===== src/rtl/control_unit.sv =====
// control_unit -- Moore sequencer for a small accumulator datapath.
// Each instruction runs START -> FETCH -> DECODE -> execute (4 cycles);
// HALT is terminal until clear is asserted.
// Optional build macro CU_INPUT_WAIT_EN: INPUT waits for the operator
// Enter strobe before loading A. Without it, Enter is ignored.
//
// state   | code | meaning
// START   | 0000 | idle cycle between instructions, all strobes low
// FETCH   | 0001 | load IR from memory, increment PC
// DECODE  | 0010 | present instruction address, branch on IR75
// LOAD    | 1000 | A <- RAM
// STORE   | 1001 | RAM <- A
// ADD     | 1010 | A <- A + RAM
// SUB     | 1011 | A <- A - RAM
// INPUT   | 1100 | A <- external input
// JZ      | 1101 | PC <- IR address if A == 0
// JPOS    | 1110 | PC <- IR address if A > 0
// HALT    | 1111 | stopped until clear
module control_unit (
   input  logic       clk,
   input  logic       clear,
   input  logic [2:0] IR75,
   input  logic       Aeq0,
   input  logic       Apos,
   input  logic       Enter,
   output logic       IRload,
   output logic       JMPmux,
   output logic       PCload,
   output logic       Meminst,
   output logic       MemWr,
   output logic       Aload,
   output logic       Sub,
   output logic [1:0] Asel,
   output logic       Halt,
   output logic [3:0] state
);

   typedef enum logic [3:0] {
      ST_START  = 4'b0000,
      ST_FETCH  = 4'b0001,
      ST_DECODE = 4'b0010,
      ST_LOAD   = 4'b1000,
      ST_STORE  = 4'b1001,
      ST_ADD    = 4'b1010,
      ST_SUB    = 4'b1011,
      ST_INPUT  = 4'b1100,
      ST_JZ     = 4'b1101,
      ST_JPOS   = 4'b1110,
      ST_HALT   = 4'b1111
   } state_t;

   state_t state_q;
   state_t state_d;

`ifndef CU_INPUT_WAIT_EN
   logic unused_enter;
   assign unused_enter = Enter;
`endif

   // State register; clear forces START immediately, so every decoded strobe drops with it.
   always_ff @(posedge clk or negedge clear) begin
      if (!clear) begin
         state_q <= ST_START;
      end else begin
         state_q <= state_d;
      end
   end

   // Next-state and Moore output decode (PCload in JZ/JPOS also follows the flags).
   always_comb begin
      state_d = state_q;
      IRload  = 1'b0;
      JMPmux  = 1'b0;
      PCload  = 1'b0;
      Meminst = 1'b0;
      MemWr   = 1'b0;
      Aload   = 1'b0;
      Sub     = 1'b0;
      Asel    = 2'd0;
      Halt    = 1'b0;
      case (state_q)
         ST_START: begin
            state_d = ST_FETCH;
         end
         ST_FETCH: begin
            IRload  = 1'b1;
            PCload  = 1'b1;
            state_d = ST_DECODE;
         end
         ST_DECODE: begin
            Meminst = 1'b1;
            state_d = state_t'({1'b1, IR75});
         end
         ST_LOAD: begin
            Asel    = 2'd2;
            Aload   = 1'b1;
            state_d = ST_START;
         end
         ST_STORE: begin
            Meminst = 1'b1;
            MemWr   = 1'b1;
            state_d = ST_START;
         end
         ST_ADD: begin
            Aload   = 1'b1;
            state_d = ST_START;
         end
         ST_SUB: begin
            Aload   = 1'b1;
            Sub     = 1'b1;
            state_d = ST_START;
         end
         ST_INPUT: begin
            Asel = 2'd1;
`ifdef CU_INPUT_WAIT_EN
            // Select stays on the external input while waiting; only the load waits.
            if (Enter) begin
               Aload   = 1'b1;
               state_d = ST_START;
            end
`else
            Aload   = 1'b1;
            state_d = ST_START;
`endif
         end
         ST_JZ: begin
            JMPmux  = 1'b1;
            PCload  = Aeq0;
            state_d = ST_START;
         end
         ST_JPOS: begin
            JMPmux  = 1'b1;
            PCload  = Apos;
            state_d = ST_START;
         end
         ST_HALT: begin
            Halt    = 1'b1;
            state_d = ST_HALT;
         end
         default: begin
            state_d = ST_START;
         end
      endcase
   end

   assign state = state_q;

endmodule


===== config.mk =====
export PLATFORM = sky130hd
export DESIGN_NAME = control_unit
export DESIGN_NICKNAME = d
export VERILOG_FILES = /design/src/rtl/control_unit.sv
export SDC_FILE = /design/constraint.sdc
export NUM_CORES = 1
export LEC_CHECK = 0
export BUFFER_PORTS_ARGS = -buffer_cell sky130_fd_sc_hd__clkbuf_2
export CORE_AREA = 2 2 39 41
export DETAILED_ROUTE_END_ITERATION = 10
export DIE_AREA = 0 0 41 43
export REMOVE_ABC_BUFFERS = 1
export SLEW_MARGIN = 40
export SYNTH_ARGS = -nofsm -noshare
export SYNTH_HDL_FRONTEND = slang
export SYNTH_SLANG_ARGS = --single-unit

===== constraint.sdc =====
create_clock -name clk -period 2.4 [get_ports clk]
set_input_delay 0 -clock clk [delete_from_list [all_inputs] [get_ports clk]]
set_output_delay 0 -clock clk [all_outputs]
set_load 0.01 [all_outputs]

After elaboration in Yosys (flattened, before gate mapping)
Cells that the tools add are included.
W data, S select, Z words.

word-level totals
  register bits = 4
  output and inout bits = 14

cells by class
  equality and inequality tests = 10
  mux-type cells = 10
  reductions and logical operators = 4

operators by type and width
  kind                  number
  $eq A4 B4 Y1 const B  8
  $pmux W4 S4           1
  $mux W1               7
  $eq A4 B1 Y1 const B  1
  $eq A4 B2 Y1 const B  1
  $logic_not A4 Y1      1
  $pmux W2 S2           1
  $reduce_or A2 Y1      2
  $reduce_or A4 Y1      1
  $pmux W1 S3           1

Depth between registers and ports, before layout
  depth after elaboration = 3
  gate-level depth with buffers = 4

Worst setup path after synthesis
Ideal clock, no wire load.

  path kind = reg-to-reg
  from = reg state_q[0], in the netlist state[0]
  to = reg state_q[2], in the netlist state[2]
  data arrival time = 1.140 ns
  setup slack = 1.194 ns
  stages on the path, launching flop included = 5
  path buffers = 1
  period minus slack after synthesis = 1.206 ns
  cells stage by stage = dfrtp_1 buf_6 or3_4 o21ai_2 and2_1

on the way
  longest elaborated chain between the ends = 2

ends and longest elaborated chain
  what                                        line  text
  from (decl)                                 52    state_t state_q;
  from (signal assigned)                      65    state_q <= state_d;
  $eq A4 B4 Y1, or another cell as far along  81    case (state_q)
  $pmux W4 S4 (*)                             81
  net state_d[2]                              53    state_t state_d;

Mark *: on every way through the listed nets, which the timed path passes. The rest lies on a longest branch.

Final worst setup path
  from = reg state_q[0], in the netlist state[0]
  to = out PCload

on the way
  longest elaborated chain between the ends = 2

ends and longest elaborated chain
  what                                          line  text
  $eq A4 B4 Y1 or $eq A4 B1 Y1 (tied branches)  81
  $pmux W1 S3 (*)                               81
  to (decl)                                     28    output logic PCload,

Every way passes the cells marked *; elsewhere a longest branch is shown, timed or not.

==> results_dict.tcl <==
set metrics [dict create \
    status "finished clean" \
    track_usage_pct 10.9 \
    insertion_delay_ns 0.24 \
    highest_layer "met3" \
    synth_ff_type "dfrtp_1" \
    postCtsSetupRepairBufs 0 \
    fin_crit_ns 1.39 \
    cts.clk_slew.worst_paths_ns 0.04 \
    hpwl_um 553 \
    crit_required_ns 2.40 \
    worst_pin_slew_ns 0.367 \
    crit_type "reg2out" \
    cts_max_level 1 \
    power.share.clock_pct 15.9 \
    io_buffers 20 \
    yosys.area.top_type "dfrtp_1" \
    maxSlewViolCount 0 \
    endpoint_kind "output port" \
    die_w_um 41 \
    power_density_nw_per_um2 1140 \
    drt_wl_total_um 798 \
    diodes 0 \
    synth_top_cell_area_share_pct 31.0 \
    power.switching_uw 240 \
    coreArea_um2 1380 \
    antenna_found_initial 0 \
    finClkSkew_ns 0.00351 \
    tritoncts "built" \
    drive_gt1_share_pct 40.0 \
    combinationalPowerShare_pct 52.1 \
    final-setup-viol-count 0 \
    drt_iter0_markers 8 \
    avgRoutedWirePerCell_um 9.85 \
    synth-edff-count 0 \
    ant_nets 0 \
    initial_core_util_pct 23.3 \
    ys_seq_area_share_pct 31.0 \
    overflow 0 \
    cp-start-kind "flop" \
    ios 22 \
    p_int_uw 286 \
    netlist_area_um2 323 \
    die_h_um 43 \
    finalHoldViolCount 0 \
    setup_tns_ns 0 \
    remaining_drc_errors 0 \
    gp_congestion 0.677 \
    fmax_ghz 0.719 \
    synthCells 44 \
    largest_register_ffs 4 \
    wl_met1_um 384 \
    hold_class "in2reg" \
    grt_pass1_vias 315 \
    drv_cap 0 \
    switching_share_pct 45.6 \
    max_slew_margin_pct 75.6 \
    finalNetCount 75 \
    ys_ff_latch 4 \
    syn_to_final_growth_pct 42.6 \
    rows 14 \
    holdWs_ns 0.0304 \
    worst_slack_ns 1.01 \
    finalCritPeriodShare_pct 58.0 \
    p_seq_share_pct 32.1 \
    grt_first_pass_wirelength_mm 1.26 \
    worstPathArrival_ns 1.39 \
    drtPass1Iterations 4 \
    cellLeakagePower_uw 0.000243 \
    ys_top_cells_by_count "nand2_1 (5), nor2_1 (5), dfrtp_1 (4), nor3_1 (4), and3_1 (3)" \
    met3RoutedLength_um 51 \
    critPathMaxFanout 10 \
    met2_length_um 362 \
    cts-root-buf "clkbuf_4" \
    numCtsBuffers 3 \
    syn_avg_cell_area_um2 7.34 \
    dp_cells 76 \
    viasPerCell 4.53 \
    vias 367 \
    rsz0062_at_grt "no" \
    fill_cells 161 \
    grt_max_degree 14 \
    async_flop_share_pct 100 \
    clockBufferDepth 2 \
    ys_types 22 \
    worst_ir_drop_vdd_mv 0.441 \
    yosys_warnings 0 \
    post-place-ws_ns 1.18 \
    p_total_uw 526 \
    synthTopCellsByArea "dfrtp_1 (31%), nor3_1 (6.2%), and3_1 (5.8%)" \
    cts_num_sinks 4 \
    die_area_um2 1760 \
    stdcell_count 81 \
]
==> critical path: stages (launching register included) <==
cell      delay [ns]
dfrtp_1         0.49
or2b_1          0.32
o22ai_1         0.19
clkbuf_2        0.16
==> kinds of logic (layout without fill, tap and decap cells) <==
| logic type | after synthesis | in the layout | share of synthesized area (%) |
|---|---|---|---|
| flops | 4 | 4 | 31.0 |
| simple gates | 27 | 27 | 45.4 |
| compound gates | 7 | 7 | 13.6 |
| buf+inv | 6 | 27 | 10.1 |
==> cell type report <==
cell class	count	area, um2	area share [%]
tap	16	20.0	4.35
multi-input combinational	34	190	41.3
inverter	2	7.51	1.63
timing repair buffer	22	120	26.1
clock buffer	3	22.5	4.89
sequential	4	100	21.7
==> power by group through the flow <==
| stage | registers [uW] | logic, uW | clock network [uW] |
|---|---|---|---|
| 2_1_floorplan | 161 | 172 | 0 |
| 3_3_place_gp | 169 | 270 | 0 |
| 5_1_grt | 177 | 306 | 91.0 |
| 3_5_place_dp | 171 | 272 | 0 |
| 4_1_cts | 170 | 277 | 89.0 |
| 6_report | 169 | 274 | 83.4 |
==> worst paths after layout <==
path	from	endpoint	slack [ns]	cells past startpoint
min in group asynchronous	clear	state[0]	0.11	2
max in group asynchronous	clear	state[3]	2.17	2
setup / recovery	state[0]	PCload	1.01	3
setup reg to reg	state[2]	state[2]	1.18	3
hold reg to reg	state[0]	state[1]	0.67	2
hold / removal	IR75[0]	state[0]	0.03	3
==> cell usage in the layout, fill, tap and decap left out <==
cell,n
and2b_2,1
dfrtp_1,4
and2_1,1
o22ai_1,2
clkbuf_4,3
nand3b_1,1
nor2_1,5
nand2_1,5
nand3_1,2
clkbuf_2,20
inv_1,2
or3_4,1
a21boi_0,1
dlygate4sd3_1,2
o21ai_2,1
and3_1,3
nor3_1,4
or2b_1,1
a21oi_1,2
nor2b_1,1
nand2b_1,2
o21ai_0,1
==> metrics by stage <==
stage	util, %	cell area, um2
floorplan	-	298
global placement	30.2	418
global route	33.3	460
CTS	33.3	460
detailed placement	30.2	418
finish	33.3	460
==> metal layers <==
layer	up-vias	GRT usage, %
met3	0	3.14
met2	13	14.1
li1	190	-
met5	-	0
met1	164	13.8
met4	0	10.0
==> what timing repair did <==
item / CTS / global route
hold buffers: 2 / 0
gates resized for setup: 0 / 0
hold endpoints to repair: 5 / 0
No activity file was read; power rests on OpenSTA's default activity.
